==> src/rtl/id_ex_reg.sv <==
// ID/EX pipeline register: captures decoder controls and ID operands for EX.
// Handles stall (hold), flush (bubble) and squashing of unsupported opcodes.
module id_ex_reg #(
  parameter int unsigned DATA_W = 32,
  parameter int unsigned REG_AW = 5,
  parameter int unsigned AOP_W  = 3
) (
  input  logic              clk,
  input  logic              rst_n,
  input  logic              en,
  input  logic              flush,
  input  logic [5:0]        id_opcode,
  input  logic              id_regds,
  input  logic              id_branch,
  input  logic              id_mread,
  input  logic              id_mtor,
  input  logic [AOP_W-1:0]  id_aop,
  input  logic              id_mwrite,
  input  logic              id_alusrc,
  input  logic              id_urw,
  input  logic [DATA_W-1:0] id_rd1,
  input  logic [DATA_W-1:0] id_rd2,
  input  logic [DATA_W-1:0] id_imm,
  input  logic [DATA_W-1:0] id_pc4,
  input  logic [REG_AW-1:0] id_rt,
  input  logic [REG_AW-1:0] id_rd,
  output logic              ex_regds,
  output logic              ex_branch,
  output logic              ex_mread,
  output logic              ex_mtor,
  output logic [AOP_W-1:0]  ex_aop,
  output logic              ex_mwrite,
  output logic              ex_alusrc,
  output logic              ex_urw,
  output logic [DATA_W-1:0] ex_rd1,
  output logic [DATA_W-1:0] ex_rd2,
  output logic [DATA_W-1:0] ex_imm,
  output logic [DATA_W-1:0] ex_pc4,
  output logic [REG_AW-1:0] ex_rt,
  output logic [REG_AW-1:0] ex_rd,
  output logic              ex_valid,
  output logic              ex_illegal
);

  localparam logic [5:0] OP_R    = 6'b000000;
  localparam logic [5:0] OP_ADDI = 6'b001000;
  localparam logic [5:0] OP_SLTI = 6'b001010;
  localparam logic [5:0] OP_ANDI = 6'b001100;
  localparam logic [5:0] OP_ORI  = 6'b001101;
  localparam logic [5:0] OP_LW   = 6'b100011;
  localparam logic [5:0] OP_SW   = 6'b101011;
  localparam logic [5:0] OP_BEQ  = 6'b000100;

  logic legal_c;
  logic dc_clr_c;
  logic squash_c;

  logic              nxt_regds;
  logic              nxt_branch;
  logic              nxt_mread;
  logic              nxt_mtor;
  logic [AOP_W-1:0]  nxt_aop;
  logic              nxt_mwrite;
  logic              nxt_alusrc;
  logic              nxt_urw;
  logic [DATA_W-1:0] nxt_rd1;
  logic [DATA_W-1:0] nxt_rd2;
  logic [DATA_W-1:0] nxt_imm;
  logic [DATA_W-1:0] nxt_pc4;
  logic [REG_AW-1:0] nxt_rt;
  logic [REG_AW-1:0] nxt_rd;
  logic              nxt_valid;
  logic              nxt_illegal;

  // Opcode legality and decoder don't-care clearing for SW/BEQ
  always_comb begin
    legal_c = 1'b0;
    case (id_opcode)
      OP_R, OP_ADDI, OP_SLTI, OP_ANDI, OP_ORI, OP_LW, OP_SW, OP_BEQ: legal_c = 1'b1;
      default: legal_c = 1'b0;
    endcase
    dc_clr_c = (id_opcode == OP_SW) || (id_opcode == OP_BEQ);
    squash_c = flush || (en && !legal_c);
  end

  // Next-state selection: flush/illegal bubble > stall hold > legal load
  always_comb begin
    nxt_regds   = ex_regds;
    nxt_branch  = ex_branch;
    nxt_mread   = ex_mread;
    nxt_mtor    = ex_mtor;
    nxt_aop     = ex_aop;
    nxt_mwrite  = ex_mwrite;
    nxt_alusrc  = ex_alusrc;
    nxt_urw     = ex_urw;
    nxt_rd1     = ex_rd1;
    nxt_rd2     = ex_rd2;
    nxt_imm     = ex_imm;
    nxt_pc4     = ex_pc4;
    nxt_rt      = ex_rt;
    nxt_rd      = ex_rd;
    nxt_valid   = ex_valid;
    nxt_illegal = 1'b0;
    if (squash_c) begin
      nxt_regds   = 1'b0;
      nxt_branch  = 1'b0;
      nxt_mread   = 1'b0;
      nxt_mtor    = 1'b0;
      nxt_aop     = '0;
      nxt_mwrite  = 1'b0;
      nxt_alusrc  = 1'b0;
      nxt_urw     = 1'b0;
      nxt_rd1     = '0;
      nxt_rd2     = '0;
      nxt_imm     = '0;
      nxt_pc4     = '0;
      nxt_rt      = '0;
      nxt_rd      = '0;
      nxt_valid   = 1'b0;
      nxt_illegal = !flush;
    end else if (en) begin
      nxt_regds   = id_regds & ~dc_clr_c;
      nxt_branch  = id_branch;
      nxt_mread   = id_mread;
      nxt_mtor    = id_mtor & ~dc_clr_c;
      nxt_aop     = id_aop;
      nxt_mwrite  = id_mwrite;
      nxt_alusrc  = id_alusrc;
      nxt_urw     = id_urw;
      nxt_rd1     = id_rd1;
      nxt_rd2     = id_rd2;
      nxt_imm     = id_imm;
      nxt_pc4     = id_pc4;
      nxt_rt      = id_rt;
      nxt_rd      = id_rd;
      nxt_valid   = 1'b1;
    end
  end

  // Pipeline flops with asynchronous clear
  always_ff @(posedge clk or negedge rst_n) begin
    if (!rst_n) begin
      ex_regds   <= 1'b0;
      ex_branch  <= 1'b0;
      ex_mread   <= 1'b0;
      ex_mtor    <= 1'b0;
      ex_aop     <= '0;
      ex_mwrite  <= 1'b0;
      ex_alusrc  <= 1'b0;
      ex_urw     <= 1'b0;
      ex_rd1     <= '0;
      ex_rd2     <= '0;
      ex_imm     <= '0;
      ex_pc4     <= '0;
      ex_rt      <= '0;
      ex_rd      <= '0;
      ex_valid   <= 1'b0;
      ex_illegal <= 1'b0;
    end else begin
      ex_regds   <= nxt_regds;
      ex_branch  <= nxt_branch;
      ex_mread   <= nxt_mread;
      ex_mtor    <= nxt_mtor;
      ex_aop     <= nxt_aop;
      ex_mwrite  <= nxt_mwrite;
      ex_alusrc  <= nxt_alusrc;
      ex_urw     <= nxt_urw;
      ex_rd1     <= nxt_rd1;
      ex_rd2     <= nxt_rd2;
      ex_imm     <= nxt_imm;
      ex_pc4     <= nxt_pc4;
      ex_rt      <= nxt_rt;
      ex_rd      <= nxt_rd;
      ex_valid   <= nxt_valid;
      ex_illegal <= nxt_illegal;
    end
  end

endmodule
==> config.mk <==
export PLATFORM = sky130hd
export DESIGN_NAME = id_ex_reg
export DESIGN_NICKNAME = d
export VERILOG_FILES = /design/src/rtl/id_ex_reg.sv
export SDC_FILE = /design/constraint.sdc
export NUM_CORES = 1
export LEC_CHECK = 0
export BUFFER_PORTS_ARGS = -buffer_cell sky130_fd_sc_hd__buf_2
export CAP_MARGIN = 15
export CELL_PAD_IN_SITES_DETAIL_PLACEMENT = 0
export CELL_PAD_IN_SITES_GLOBAL_PLACEMENT = 2
export CORE_ASPECT_RATIO = 0.7
export CORE_UTILIZATION = 33
export CTS_CLUSTER_SIZE = 28
export DETAILED_ROUTE_END_ITERATION = 10
export GPL_TIMING_DRIVEN = 0
export PLACE_DENSITY_LB_ADDON = 0.1
export RECOVER_POWER = 25
export SLEW_MARGIN = 0
export SYNTH_ARGS = -nofsm -noshare
export SYNTH_HDL_FRONTEND = slang
export SYNTH_SLANG_ARGS = --single-unit
==> constraint.sdc <==
create_clock -name clk -period 1.89 [get_ports clk]
set_clock_uncertainty 0.15 [all_clocks]
set_input_delay 0.189 -clock clk [delete_from_list [all_inputs] [get_ports clk]]
set_output_delay 0.189 -clock clk [all_outputs]
set_load 0.01 [all_outputs]
=== After elaboration in Yosys (flattened, before gate mapping) ===
Index checks and enable logic that the tools add are counted.

* Eq/ne operators: 7
* Multiplexer cells: 32
* Bitwise gates (word level): 3
* Reductions and logical operators: 8

{| class="wikitable"
|+ Operators by type and width
! operator !! number
|-
| $mux 32 || 8
|-
| $eq 6x4->1 const B || 4
|-
| $mux 5 || 4
|-
| $mux 1 || 18
|-
| $eq 6x6->1 const B || 2
|-
| $reduce_or 8->1 || 1
|-
| $eq 6x3->1 const B || 1
|-
| $logic_not 6->1 || 1
|-
| $mux 3 || 2
|-
| $and 1x1->1 || 2
|-
| $logic_not 1->1 || 2
|-
| $logic_or 1x1->1 || 2
|-
| $reduce_bool 2->1 || 1
|-
| $logic_and 1x1->1 || 1
|-
| $not 1->1 || 1
|}

* Flip-flop bits (word level): 150
* Input bits: 158
* Output and inout bits: 150
* Word-level logic and storage cells: 66

=== Depth between registers and ports, before layout ===
* Depth in word-level cells: 7
* Mapped depth: 6

=== Least setup slack after synthesis ===
Ideal clock, no wire load.

* Kind: input port to flip-flop
* From: in en
* To: reg ex_pc4[0]
* Setup time: 0.150 ns
* Data arrival time: 1.230 ns
* Data required time: 1.590 ns
* Path slack: 0.360 ns
* Stages: 5
* Cell sequence: clkbuf_1 inv_2 a41oi_2 clkbuf_1 a211oi_2

* Longest elaborated chain between the ends: 3
* Elaborated cells between the ends (all ways): 4

{| class="wikitable"
|+ Ends and longest elaborated chain
! element !! RTL line !! RTL
|-
| start: declaration || 10 || <nowiki>input logic en,</nowiki>
|-
| $logic_and 1x1->1 || 83 || <nowiki>squash_c = flush || (en && !legal_c);</nowiki>
|-
| $logic_or 1x1->1 || 83 ||
|-
| $mux 32 / $reduce_bool 2->1 (equally long branches) || - ||
|-
| end signal: assignment || 171 || <nowiki>ex_pc4 <= nxt_pc4;</nowiki>
|-
| end: declaration || 38 || <nowiki>output logic [DATA_W-1:0] ex_pc4,</nowiki>
|}

Parallel ways exist; a longest one is shown, timed or not.
A chain may end at the register's enable or synchronous reset.

=== Worst setup path after layout ===
* From: in en
* To: reg ex_imm[22]

* Longest elaborated chain between the ends: 3
* Elaborated cells between the ends (all ways): 4

{| class="wikitable"
|+ Ends and longest elaborated chain
! element !! RTL line !! RTL
|-
| $logic_and 1x1->1 || 83 ||
|-
| $logic_or 1x1->1 || 83 ||
|-
| $mux 32 / $reduce_bool 2->1 (equally long branches) || - ||
|-
| end signal: assignment || 170 || <nowiki>ex_imm <= nxt_imm;</nowiki>
|-
| end: declaration || 37 || <nowiki>output logic [DATA_W-1:0] ex_imm,</nowiki>
|}

Parallel ways exist; a longest one is shown, timed or not.

==> summary.md <==
| Metric | Value |
|---|---|
| Outcome | `finished with violations` |
| Failing checks | `DRC` |
| Post-Route WL | `22.9 mm` |
| Yosys warning count | `0` |
| DR vias/cell | `4.82` |
| Final Slew Violations | `0` |
| Commonest non-fill, non-tap cell in the layout | `buf_2` |
| FF-to-FF End | `ex_pc4[16]` |
| Leakage power | `~5.3 nW` |
| DR pass1 iterations | `10` |
| Unique masters post-synth | `18` |
| # clock sinks | `150` |
| Final worst path period share | `90.9%` |
| Antenna violations before repair | `1` |
| I/O pin count | `308` |
| RSZ-0062 raised after global routing | `no` |
| Residual overflow from global routing | `0` |
| Final Net Count | `between 1000 and 1500` |
| Min-delay src | `id_rd2[4]` |
| Leading cell types in the layout, fill and taps excluded | `buf_2 (280), dfrtp_1 (150), mux2i_1 (146)` |
| Via count | `6182` |
| Clk root buf | `clkbuf_16` |
| Slew @ Worst Pin | `0.954 ns` |
| Die Y | `126 µm` |
| Die Area | `22700 µm²` |
| Startpoint types | `input pin` |
| DRC | `17` |
| Maxcap violations | `0` |
| Worst EP required | `approximately 2.0 ns` |
| DIE WIDTH | `180 µm` |
| Crit path DAT | `between 1.5 and 2 ns` |
| Hold path cells | `3` |
| Post-route cell area | `roughly 11000 µm²` |
| DP Area | `approximately 9200 µm²` |
| Gp weighted congestion | `0.783` |
| Number of DRC markers in iteration 0 | `roughly 280` |
| Wirelength per Cell | `17.8 µm` |
| Yosys reg bits | `150` |
| Final hold vios | `0` |
| FP Rows | `45` |
| GRT Util Overall | `20.3%` |
| Max Clk Rate | `582 MHz` |
| Pre-CTS WS | `-0.426 ns` |
| Reg2reg path depth | `2` |
| Post-Layout Cell Count | `1282` |
| Starting Density | `33.7%` |
| Endpoint, Worst Hold | `ex_rd2[4]` |
| Area of the multi-input gates | `3220 µm²` |
| Number of global-route vias before repair | `6598` |
| Post-Syn Area | `7300 µm²` |
| ANT nets after route | `0` |
| Worst-path maximum fanout | `10` |
| I/O Buffers | `305` |
| Final Setup Violations | `0` |
| Fraction of layout cells with a size suffix above 1 | `43.0%` |
| Placed Instances | `1114` |
| Max H-tree Level | `4` |
| Fill cell total of the finished layout | `1968` |
| Maximum vdd drop | `0.513 mV` |
| Pwr/cell area | `743 nW/µm²` |
| Largest net degree at the start of global routing | `88` |
| Syn nets | `684` |
| Final worst slack | `0.172 ns` |
| Final core occ | `51.2%` |
| Fin crit period | `~1.7 ns` |
| Post-Synthesis Cells | `around 530` |
| Worst setup EP type | `flip-flop` |
| First-pass GRT wire length | `36.0 mm` |
| HPWL after DPL | `16.0 mm` |
| Clock Tree Buf Depth | `2` |
| RR Startpoint | `ex_pc4[16]` |
| Area grow syn2layout | `52.2%` |
| Clk slew on worst S/H paths | `0.06 ns` |
| Pwr Total | `8.25 mW` |
| Sequential element share of the synthesized area | `51.4%` |
| Core box area | `approximately 22000 µm²` |
| R2R Setup Slk | `0.89 ns` |
| CTS tree | `yes` |
| Storage cell area | `3750 µm²` |
| Critical path type | `in2reg` |
| Clk_lat worst skew | `0.41 ns` |
| Cts bufs inserted | `17` |
| Headroom to the max-slew limit | `a little over a third` |
| HP Class | `in2reg` |
| Post-Syn Area per Cell | `13.9 µm²` |
[area by class of cell]
class / count / area share [%]
antenna: 1 / 0.0225
buffer: 66 / 2.88
clock buffer: 20 / 4.11
clock inverter: 12 / 1.27
inverter: 3 / 0.101
multi-input combinational: 307 / 29.0
sequential: 150 / 33.8
tap: 282 / 3.18
timing repair buffer: 441 / 25.6
[critical path: stages]
cell,delay (ns)
clkbuf_1,0.23
inv_2,0.11
a41oi_4,0.37
buf_2,0.43
buf_2,0.37
a211oi_2,0.12
[report_power, final]
part / internal (mW) / switching [mW] / leakage (nW)
combinational: 0.649 / 0.734 / 2.99
sequential: 3.33 / 0.0697 / 2.05
clock: 2.04 / 1.43 / 0.276
total: 6.02 / 2.23 / 5.31
[logic make-up after synthesis]
logic type / count (synthesis) / synth area share (%)
mux: 146 / 20.0
compound gates: 154 / 23.3
flops: 150 / 51.4
simple gates: 7 / 0.686
buf+inv: 69 / 4.54
[sequential cells by signal (all words and copies together), names as in the netlist]
register	count
ex_alusrc	1
ex_aop	3
ex_branch	1
ex_illegal	1
ex_imm	32
ex_mread	1
ex_mtor	1
ex_mwrite	1
ex_pc4	32
ex_rd	5
ex_rd1	32
ex_rd2	32
ex_regds	1
ex_rt	5
ex_urw	1
ex_valid	1
[per-stage QoR]
step / hold slack, ns / setup TNS [ns]
after floorplan: -0.257 / 0
after global placement: 0.366 / -306.53
after detailed placement: 0.0882 / -39.34
after CTS: 0.000133 / 0
after global routing: 0.0105 / 0
final: 0.00927 / 0
[repair_timing]
action                     in CTS  in global routing
buffers inserted                0                  0
setup endpoints to repair       0                 80
resized for setup               0                  1
hold buffers                  135                  0
hold endpoints to repair      197                  0
[synth_stat cells]
cell	number	area share (%)
dfrtp_1	150	51
mux2i_1	146	20
a211oi_2	100	17
a211oi_1	49	5.0
clkbuf_1	30	1.5
buf_2	25	1.7
buf_4	11	1.1
nor2_1	3	0.15
a32oi_1	2	0.24
inv_2	2	0.10
a2111oi_4	1	0.38
a41oi_2	1	0.22
and3b_1	1	0.12
and4b_1	1	0.14
inv_1	1	0.051
nand3_1	1	0.069
nor4b_2	1	0.21
o31ai_4	1	0.29
[how the worst max path moves through the flow]
stage / start / to / cells past startpoint
detailed placement: en / ex_rd2[18] / 6
global route: rst_n / ex_pc4[4] / 3
finish: en / ex_imm[22] / 6
global placement: rst_n / ex_imm[12] / 1
CTS: en / ex_rd2[22] / 6
floorplan: en / ex_pc4[0] / 5
[metal layers]
| metal | GRT usage, % | part of all wire (%) | up-vias |
|---|---|---|---|
| li1 | - | - | 2940 |
| met1 | 27.0 | 45 | 3049 |
| met2 | 32.9 | 47 | 175 |
| met3 | 5.25 | 6.1 | 18 |
| met4 | 5.07 | 1.0 | 0 |
| met5 | 0 | 0 | - |
Note: power is estimated with default switching activity, not from simulation.
